--- config.mk ---
export PLATFORM = sky130hd
export DESIGN_NAME = sparc_exu_addseq_flat
export DESIGN_NICKNAME = d
export VERILOG_FILES = /design/src/rtl/sparc_exu_addseq_pkg.sv /design/src/rtl/sparc_exu_addseq_if.sv /design/src/rtl/sparc_exu_addseq_rrarb.sv /design/src/rtl/sparc_exu_addseq.sv /design/src/flat_wrapper.sv
export SDC_FILE = /design/constraint.sdc
export NUM_CORES = 1
export LEC_CHECK = 0
export ABC_AREA = 1
export CELL_PAD_IN_SITES_DETAIL_PLACEMENT = 0
export CELL_PAD_IN_SITES_GLOBAL_PLACEMENT = 1
export CORE_AREA = 5 5 203 205
export DETAILED_ROUTE_END_ITERATION = 8
export DIE_AREA = 0 0 208 210
export GPL_ROUTABILITY_DRIVEN = 0
export PLACE_DENSITY = 0.74
export SYNTH_ARGS = -nofsm -noshare
export SYNTH_HDL_FRONTEND = slang
export SYNTH_HIERARCHICAL = 1
export SYNTH_SLANG_ARGS = --single-unit
--- constraint.sdc ---
create_clock -name rclk -period 2.4 [get_ports rclk]
set_input_delay 0.24 -clock rclk [delete_from_list [all_inputs] [get_ports rclk]]
set_output_delay 0.24 -clock rclk [all_outputs]
set_load 0.01 [all_outputs]
--- src/rtl/sparc_exu_addseq_pkg.sv ---
// Shared types for the multi-word adder sequencer.
// State encoding, requester id width, word-count sizing.
package exu_addseq_pkg;

  typedef enum logic {
    IDLE = 1'b0,
    BUSY = 1'b1
  } state_e;

  localparam int ID_W = 1;

  function automatic int cnt_w(input int max_words);
    return $clog2(max_words) + 1;
  endfunction

endpackage

--- src/rtl/sparc_exu_addseq_if.sv ---
// Requester word stream: one 64-bit limb per vld&rdy beat.
// master = requester, slave = sequencer.
interface sparc_exu_addseq_if;
  logic        vld;
  logic        sub;
  logic        last;
  logic [63:0] rs1;
  logic [63:0] rs2;
  logic        rdy;

  modport master (
    output vld, sub, last, rs1, rs2,
    input  rdy
  );

  modport slave (
    input  vld, sub, last, rs1, rs2,
    output rdy
  );
endinterface

--- src/rtl/sparc_exu_addseq_rrarb.sv ---
// Two-way round-robin arbiter; the pointer moves
// away from the releasing requester at packet end.
module sparc_exu_addseq_rrarb
  import exu_addseq_pkg::*;
#(
  parameter logic [ID_W-1:0] ARB_INIT = '0
) (
  input  logic            clk,
  input  logic            rst_n,
  input  logic [1:0]      req,
  input  logic            rel,
  input  logic [ID_W-1:0] rel_id,
  output logic            gnt_vld,
  output logic [ID_W-1:0] gnt_id
);

  logic [ID_W-1:0] ptr_q;

  always_ff @(posedge clk or negedge rst_n) begin
    if (!rst_n)   ptr_q <= ARB_INIT;
    else if (rel) ptr_q <= ~rel_id;
  end

  always_comb begin
    gnt_vld = |req;
    unique case (req)
      2'b11:   gnt_id = ptr_q;
      2'b10:   gnt_id = 1'b1;
      default: gnt_id = 1'b0;
    endcase
  end

endmodule

--- src/rtl/sparc_exu_addseq.sv ---
// Shared ALU adder sequencer: arbitrates packets, chains
// carry across limbs, registers the result stream.
module sparc_exu_addseq
  import exu_addseq_pkg::*;
#(
  parameter int MAX_WORDS = 4,
  parameter int ARB_INIT  = 0
) (
  input  logic        rclk,
  input  logic        arst_l,
  sparc_exu_addseq_if.slave req0,
  sparc_exu_addseq_if.slave req1,
  output logic [63:0] add_rs1,
  output logic [63:0] add_rs2,
  output logic        add_cin,
  input  logic [63:0] add_out,
  input  logic        add_cout32,
  input  logic        add_cout64,
  output logic        res_vld,
  output logic        res_id,
  output logic [63:0] res_data,
  output logic        res_last,
  output logic        res_cout,
  output logic        res_cout32,
  output logic        res_ovf,
  output logic        res_err
);

  localparam int CW = cnt_w(MAX_WORDS);
  localparam logic [CW-1:0] LAST_CNT = CW'(MAX_WORDS - 1);

  state_e          state_q, state_d;
  logic [ID_W-1:0] owner_q, owner_d;
  logic            sub_q, sub_d;
  logic            carry_q, carry_d;
  logic [CW-1:0]   cnt_q, cnt_d;

  logic            gnt_vld;
  logic [ID_W-1:0] gnt_id;
  logic [ID_W-1:0] cur_id;
  logic            first, acc, cur_vld;
  logic            cur_sub, sub_in, cur_last;
  logic            pkt_end, forced, ovf;
  logic [63:0]     cur_rs1, cur_rs2;

  sparc_exu_addseq_rrarb #(
    .ARB_INIT (ID_W'(ARB_INIT))
  ) u_arb (
    .clk     (rclk),
    .rst_n   (arst_l),
    .req     ({req1.vld, req0.vld}),
    .rel     (acc & pkt_end),
    .rel_id  (cur_id),
    .gnt_vld (gnt_vld),
    .gnt_id  (gnt_id)
  );

  always_ff @(posedge rclk or negedge arst_l) begin
    if (!arst_l) begin
      state_q <= IDLE;
      owner_q <= '0;
      sub_q   <= 1'b0;
      carry_q <= 1'b0;
      cnt_q   <= '0;
    end else begin
      state_q <= state_d;
      owner_q <= owner_d;
      sub_q   <= sub_d;
      carry_q <= carry_d;
      cnt_q   <= cnt_d;
    end
  end

  always_comb begin
    state_d  = state_q;
    owner_d  = owner_q;
    sub_d    = sub_q;
    carry_d  = carry_q;
    cnt_d    = cnt_q;
    first    = (state_q == IDLE);
    cur_id   = first ? gnt_id : owner_q;
    cur_vld  = cur_id ? req1.vld  : req0.vld;
    sub_in   = cur_id ? req1.sub  : req0.sub;
    cur_last = cur_id ? req1.last : req0.last;
    cur_rs1  = cur_id ? req1.rs1  : req0.rs1;
    cur_rs2  = cur_id ? req1.rs2  : req0.rs2;
    req0.rdy = first ? (gnt_vld & ~gnt_id) : ~owner_q;
    req1.rdy = first ? (gnt_vld &  gnt_id) :  owner_q;
    acc      = first ? gnt_vld : cur_vld;
    cur_sub  = first ? sub_in : sub_q;
    add_rs1  = cur_rs1;
    add_rs2  = cur_sub ? ~cur_rs2 : cur_rs2;
    add_cin  = first ? cur_sub : carry_q;
    pkt_end  = cur_last | (cnt_q == LAST_CNT);
    forced   = ~cur_last & (cnt_q == LAST_CNT);
    ovf      = (add_rs1[63] == add_rs2[63]) &
               (add_out[63] != add_rs1[63]);
    if (acc) begin
      carry_d = add_cout64;
      if (pkt_end) begin
        state_d = IDLE;
        cnt_d   = '0;
      end else begin
        state_d = BUSY;
        owner_d = cur_id;
        sub_d   = cur_sub;
        cnt_d   = cnt_q + CW'(1);
      end
    end
  end

  // Result fields are zeroed on idle cycles so the bus is quiet.
  always_ff @(posedge rclk or negedge arst_l) begin
    if (!arst_l) begin
      res_vld    <= 1'b0;
      res_id     <= 1'b0;
      res_data   <= '0;
      res_last   <= 1'b0;
      res_cout   <= 1'b0;
      res_cout32 <= 1'b0;
      res_ovf    <= 1'b0;
      res_err    <= 1'b0;
    end else begin
      res_vld    <= acc;
      res_id     <= acc & cur_id;
      res_data   <= acc ? add_out : '0;
      res_last   <= acc & pkt_end;
      res_cout   <= acc & (add_cout64 ^ cur_sub);
      res_cout32 <= acc & add_cout32;
      res_ovf    <= acc & pkt_end & ovf;
      res_err    <= acc & forced;
    end
  end

endmodule
--- src/flat_wrapper.sv ---
// flat-port wrapper written by rule: the top's interface ports become plain ports
module sparc_exu_addseq_flat import exu_addseq_pkg::*;
#(
  parameter int MAX_WORDS = 4,
  parameter int ARB_INIT  = 0
)
  (rclk, arst_l, add_rs1, add_rs2, add_cin, add_out, add_cout32, add_cout64, res_vld, res_id, res_data, res_last, res_cout, res_cout32, res_ovf, res_err, req0_vld, req0_sub, req0_last, req0_rs1, req0_rs2, req0_rdy, req1_vld, req1_sub, req1_last, req1_rs1, req1_rs2, req1_rdy);
  sparc_exu_addseq_if req0_i ();
  sparc_exu_addseq_if req1_i ();
  input  logic rclk;
  input  logic arst_l;
  output logic [63:0] add_rs1;
  output logic [63:0] add_rs2;
  output logic add_cin;
  input  logic [63:0] add_out;
  input  logic add_cout32;
  input  logic add_cout64;
  output logic res_vld;
  output logic res_id;
  output logic [63:0] res_data;
  output logic res_last;
  output logic res_cout;
  output logic res_cout32;
  output logic res_ovf;
  output logic res_err;
  input wire logic [$bits(req0_i.vld)-1:0] req0_vld;
  input wire logic [$bits(req0_i.sub)-1:0] req0_sub;
  input wire logic [$bits(req0_i.last)-1:0] req0_last;
  input wire logic [$bits(req0_i.rs1)-1:0] req0_rs1;
  input wire logic [$bits(req0_i.rs2)-1:0] req0_rs2;
  output wire logic [$bits(req0_i.rdy)-1:0] req0_rdy;
  input wire logic [$bits(req1_i.vld)-1:0] req1_vld;
  input wire logic [$bits(req1_i.sub)-1:0] req1_sub;
  input wire logic [$bits(req1_i.last)-1:0] req1_last;
  input wire logic [$bits(req1_i.rs1)-1:0] req1_rs1;
  input wire logic [$bits(req1_i.rs2)-1:0] req1_rs2;
  output wire logic [$bits(req1_i.rdy)-1:0] req1_rdy;
  assign req0_i.vld = req0_vld;
  assign req0_i.sub = req0_sub;
  assign req0_i.last = req0_last;
  assign req0_i.rs1 = req0_rs1;
  assign req0_i.rs2 = req0_rs2;
  assign req0_rdy = req0_i.rdy;
  assign req1_i.vld = req1_vld;
  assign req1_i.sub = req1_sub;
  assign req1_i.last = req1_last;
  assign req1_i.rs1 = req1_rs1;
  assign req1_i.rs2 = req1_rs2;
  assign req1_rdy = req1_i.rdy;
  sparc_exu_addseq #(.MAX_WORDS(MAX_WORDS), .ARB_INIT(ARB_INIT)) u_core (.rclk(rclk), .arst_l(arst_l), .req0(req0_i), .req1(req1_i), .add_rs1(add_rs1), .add_rs2(add_rs2), .add_cin(add_cin), .add_out(add_out), .add_cout32(add_cout32), .add_cout64(add_cout64), .res_vld(res_vld), .res_id(res_id), .res_data(res_data), .res_last(res_last), .res_cout(res_cout), .res_cout32(res_cout32), .res_ovf(res_ovf), .res_err(res_err));
endmodule
* After elaboration in Yosys (flattened, before gate mapping)
Index checks and enable logic that the tools add are counted.
Storage, ports and cells: bits in registers 79, bits in latches 0, memory bits (writable) 0, ROM bits 0, input bits 330, output and inout port bits 202, logic and storage cells 56, memories kept 0
Cells by class: $add $sub $neg 1, multipliers 0, div/mod/pow operators 0, magnitude comparators 0, equality and inequality tests 5, shifts and indexed selects 0, mux-type cells 16, bitwise gates (word level) 18, reductions and logical operators 2
Operators by type and width (count):
- 2-to-1 mux 64 bit | 4
- NOT 64 bit | 1
- AND 1 bit | 10
- 2-to-1 mux 1 bit | 10
- NOT 1 bit | 5
- equality test 2 bit, second input constant | 2
- adder 3 x 1 -> 3 bit, second input constant | 1
- equality test 3 x 2 -> 1 bit, second input constant | 1
- 2-to-1 mux 3 bit | 1
- one-hot mux 1 bit (2 select lines) | 1
- AND reduction 2 bit | 1
- OR reduction 2 bit | 1
- equality test 1 bit | 1
- != test 1 bit | 1
- OR 1 bit | 1
- XOR 1 bit | 1

* Longest topological paths before layout
depth after elaboration 9, mapped depth 14

* Hierarchy
Netlist, hierarchy kept.
Modules (own cells, without submodules):
- sparc_exu_addseq | instances 1, cells each 773, area each 5071.1 sq um, sequential area each 1951.9 sq um
- sparc_exu_addseq_rrarb | instances 1, cells each 11, area each 66.3 sq um, sequential area each 25.0 sq um

* Least setup slack after synthesis
Ideal clock, no wire load.
path kind register to output, from reg u_core.u_arb.ptr_q, to out add_rs2[45], data arrival time 1377 ps, data required time 2160 ps, slack 783 ps, stages on the path, launching flop included 11, buffers on the path 2, path through dfrtp_1 nand3_1 nand2_1 nand2_2 nand2_2 nand2_1 nand2_2 nand2_4 buf_12 buf_8 xor2_1
On the way: word-level cells in the longest chain between the ends 5, elaborated cells between the ends (all ways) 7, those cells by class 6 x mux; 1 x bitwise
RTL lines:
- start: declaration | line sparc_exu_addseq_rrarb.sv:17 | logic [ID_W-1:0] ptr_q;
- start signal: assignment | line sparc_exu_addseq_rrarb.sv:21 | else if (rel) ptr_q <= ~rel_id;
- one-hot mux 1 bit (2 select lines) (*) | line sparc_exu_addseq_rrarb.sv:26 | unique case (req)
- net u_core.gnt_id | line sparc_exu_addseq.sv:39 | logic [ID_W-1:0] gnt_id;
- 2-to-1 mux 1 bit (*) | line sparc_exu_addseq.sv:81 | cur_id = first ? gnt_id : owner_q;
- 2-to-1 mux 1 bit or 2-to-1 mux 64 bit (tied branches) | line sparc_exu_addseq.sv:83, sparc_exu_addseq.sv:86
- 2-to-1 mux 1 bit or NOT 64 bit (tied branches) | line sparc_exu_addseq.sv:90, sparc_exu_addseq.sv:92
- 2-to-1 mux 64 bit (*) | line sparc_exu_addseq.sv:92 | add_rs2 = cur_sub ? ~cur_rs2 : cur_rs2;
- end: declaration | line flat_wrapper.sv:13 | output logic [63:0] add_rs2;
The timed path passes the listed nets; every way through them passes the cells marked *.

* Worst setup path after layout
from reg u_core.u_arb.ptr_q, to out add_rs2[34]
Same word-level chain as after synthesis.

==> impl_metrics.ini <==
[outcome]
outcome = complete, no violations

[placement]
dp_hpwl_um = 24400
dp_slack_ns = -0.426
portBuffers = 531
dpl.cell_count = 1837

[logic_synthesis]
synth-edff-count = 0
synthAdderAreaFrac = 0.00487
synthTopCellsByArea = dfrtp_1 (38%), nand2_1 (30%), xor2_1 (11%)
yosysMostFrequentCell = nand2_1
yosys.cell_types.count = 23
synth_warnings = 6
synth_simple_gate_area_share = 0.374
synth_area_mm2 = 0.00514
synth_area_per_cell_um2 = 6.55
synth_xor_area_frac = 0.109
syn_inst = 784
synth.area.mux_share = 0
synthFlopType = dfrtp_1
synth_top_area_cell = dfrtp_1
synth_top_family_by_area = simple AND/OR/NAND/NOR gates
synth_seq_cells = 79
synth_compound_area_frac = 0.0119
synth_nets = 1116
yosys-top-cells-count = nand2_1 (410), inv_1 (82), dfrtp_1 (79), nor2_1 (74), xor2_1 (62)
seq_area_frac_synth = 0.385
async_flop_share = 1.00
synth_top_cell_area_share = 0.385

[routing]
routedWlPerCell_um = 16.0
vias = 6730
drt-initial-drc-count = 345
drt-total-wl_um = 30000
drt_pass1_iterations = 5
ant_nets = 0
drcViolationCount = 0
vias_per_cell = 3.59

[global_route]
grtUsageMet3 = 0.0374
grt_pass1_vias = 7022
antenna_found_initial = 3
grt_max_degree = 46
grt_remaining_overflow = 0
grt.total_usage = 0.126
grt_pass1_wl_um = 43000
gr-max-usage-layer = met2
gr-usage-met2 = 0.221
grt.met1_usage = 0.156

[clocking]
clockBufferDepth = 2
clk_latency_ns = 0.33
numCtsBuffers = 9
h-tree-depth = 3
cts.sinks = 79
root_buffer = clkbuf_16
clk_pin_slew_ns = 0.07
cts_tree = built

[die]
rows = 73
die_h_um = 210
start_util = 0.131
ioPinCount = 532
die_w_um = 208
dieArea_mm2 = 0.0437
core_mm2 = 0.0393

[sta]
setup_slack_ns = 0.109
period_minus_slack_ns = 2.29
fin_worst_skew_ns = 0.00991
worst_slew_pin_slew_ns = 0.477
maxSlewViolCount = 0
period_share = 0.954
rsz0062_at_grt = true
relSlewSlack = 0.682
fmaxAchievable_mhz = 437
tns_ns = 0
hold_viol = 0
setup_viol = 0

[pwr]
vdd_drop_max_uv = 419
p_leak_nw = 6.07
power_density_mw_per_mm2 = 1190
power_mw = 14.1

[layout]
area_growth_pct = 130
stdcell_count = 1875
drive_above_1_share = 0.0964
nets = 1675
post-route-util = 0.301
num-fill-cells = 4240

[setup_path]
r2r-start = u_core/u_arb/ptr_q
crit_chain = nand3_2 -> nand2_2 -> buf_4 -> nor2_1 -> nor2_2 -> nand2_4 -> nand2_8 -> clkbuf_16 -> xor2_1 -> dlygate4sd2_1
r2r_slack_ns = 0.37
endpoint_kind = output pin
critPathSlowestCell = dfrtp_1
worst-path-max-fanout = 9
critical-path-top-delay-family = buffers and inverters
cp_data_required_time_ns = 2.16
critPathBufInv = 3
critPathArrivalTime_ns = 2.05
start_kind = flip-flop
r2r_end = u_core/res_data[0]
criticalPathCategory = reg2out
reg2regPathDepth = 11
slowest_delay_ns = 0.39

[min_path]
worst_hold_path_type = in2async

[run]
drv_cap = 0
-- worst max path at each step --
stage | from | endpoint | slack (ns) | cells after the start
2_1_floorplan | u_core/u_arb/ptr_q | add_rs2[45] | 0.78 | 10
3_3_place_gp | req0_vld | add_rs2[58] | -0.43 | 12
3_5_place_dp | req0_vld | add_rs2[61] | -0.43 | 11
4_1_cts | u_core/u_arb/ptr_q | add_rs2[6] | -0.07 | 12
5_1_grt | u_core/u_arb/ptr_q | add_rs1[63] | -0.04 | 10
6_report | u_core/u_arb/ptr_q | add_rs2[34] | 0.11 | 10
-- through the flow --
stage / cell area [um^2] / hold slack (ns)
floorplan: 5140 / -0.0556
global placement: 11300 / 0.223
detailed placement: 11300 / 0.232
CTS: 11600 / 0.401
global route: 11800 / 0.414
finish: 11800 / 0.411
-- power breakdown --
part / total [mW] / internal (mW) / switching, mW
combinational: 10.8 / 5.18 / 5.58
clock: 1.42 / 0.829 / 0.588
sequential: 1.93 / 1.78 / 0.157
total: 14.1 / 7.79 / 6.32
-- logic make-up (layout without fill, tap and decap cells) --
group                      after synthesis  in the layout
and+or+nand+nor                        501            502
buffers and inverters                  127            690
adders and majority gates                2              2
xor gates and xnor gates                63             63
AOI/OAI and AO/OA                       12             12
DFF                                     79             79
other                                    0              2
-- per-layer routing --
metal | wire (um) | share of wire
met2 | 15000 | 0.50
met4 | 265 | 0.0088
met1 | 12700 | 0.42
met5 | 13 | 0.00043
met3 | 2020 | 0.067
-- cell type report --
| cell class | count | area [um^2] | area share |
|---|---|---|---|
| multi-input combinational | 579 | 2640 | 0.223 |
| tap | 525 | 657 | 0.0556 |
| antenna | 2 | 5.00 | 0.000424 |
| timing repair buffer | 590 | 5910 | 0.500 |
| sequential | 79 | 1980 | 0.167 |
| clock inverter | 7 | 86.3 | 0.00731 |
| inverter | 84 | 315 | 0.0267 |
| clock buffer | 9 | 225 | 0.0191 |
-- repair_timing --
action                                 CTS  global route
buffers inserted                         6             6
endpoints found under the hold margin   34             0
resized for setup                      181            86
hold buffers                             1             0
pin swaps                                1             8
setup endpoints to repair              129            98
gates cloned                             3             5
-- state kept, by name (all words and copies together) (netlist names) --
name                cells
u_core/state_q          1
u_core/cnt_q            3
u_core/res_last         1
u_core/res_id           1
u_core/res_cout32       1
u_core/sub_q            1
u_core/res_ovf          1
u_core/res_cout         1
u_core/res_vld          1
u_core/res_data        64
u_core/res_err          1
u_core/owner_q          1
u_core/carry_q          1
u_core/u_arb/ptr_q      1
-- placed cells by master (no fill, tap or decap), types with 13 or more instances in the layout --
cell,instances
clkdlybuf4s15_1,24
nor2_1,73
buf_12,13
inv_1,82
dfrtp_1,78
xor2_1,60
dlygate4sd2_1,64
buf_4,36
clkdlybuf4s50_1,398
nand2_1,404
clkbuf_16,13
buf_2,20
Power figures use the tool's default switching activity.
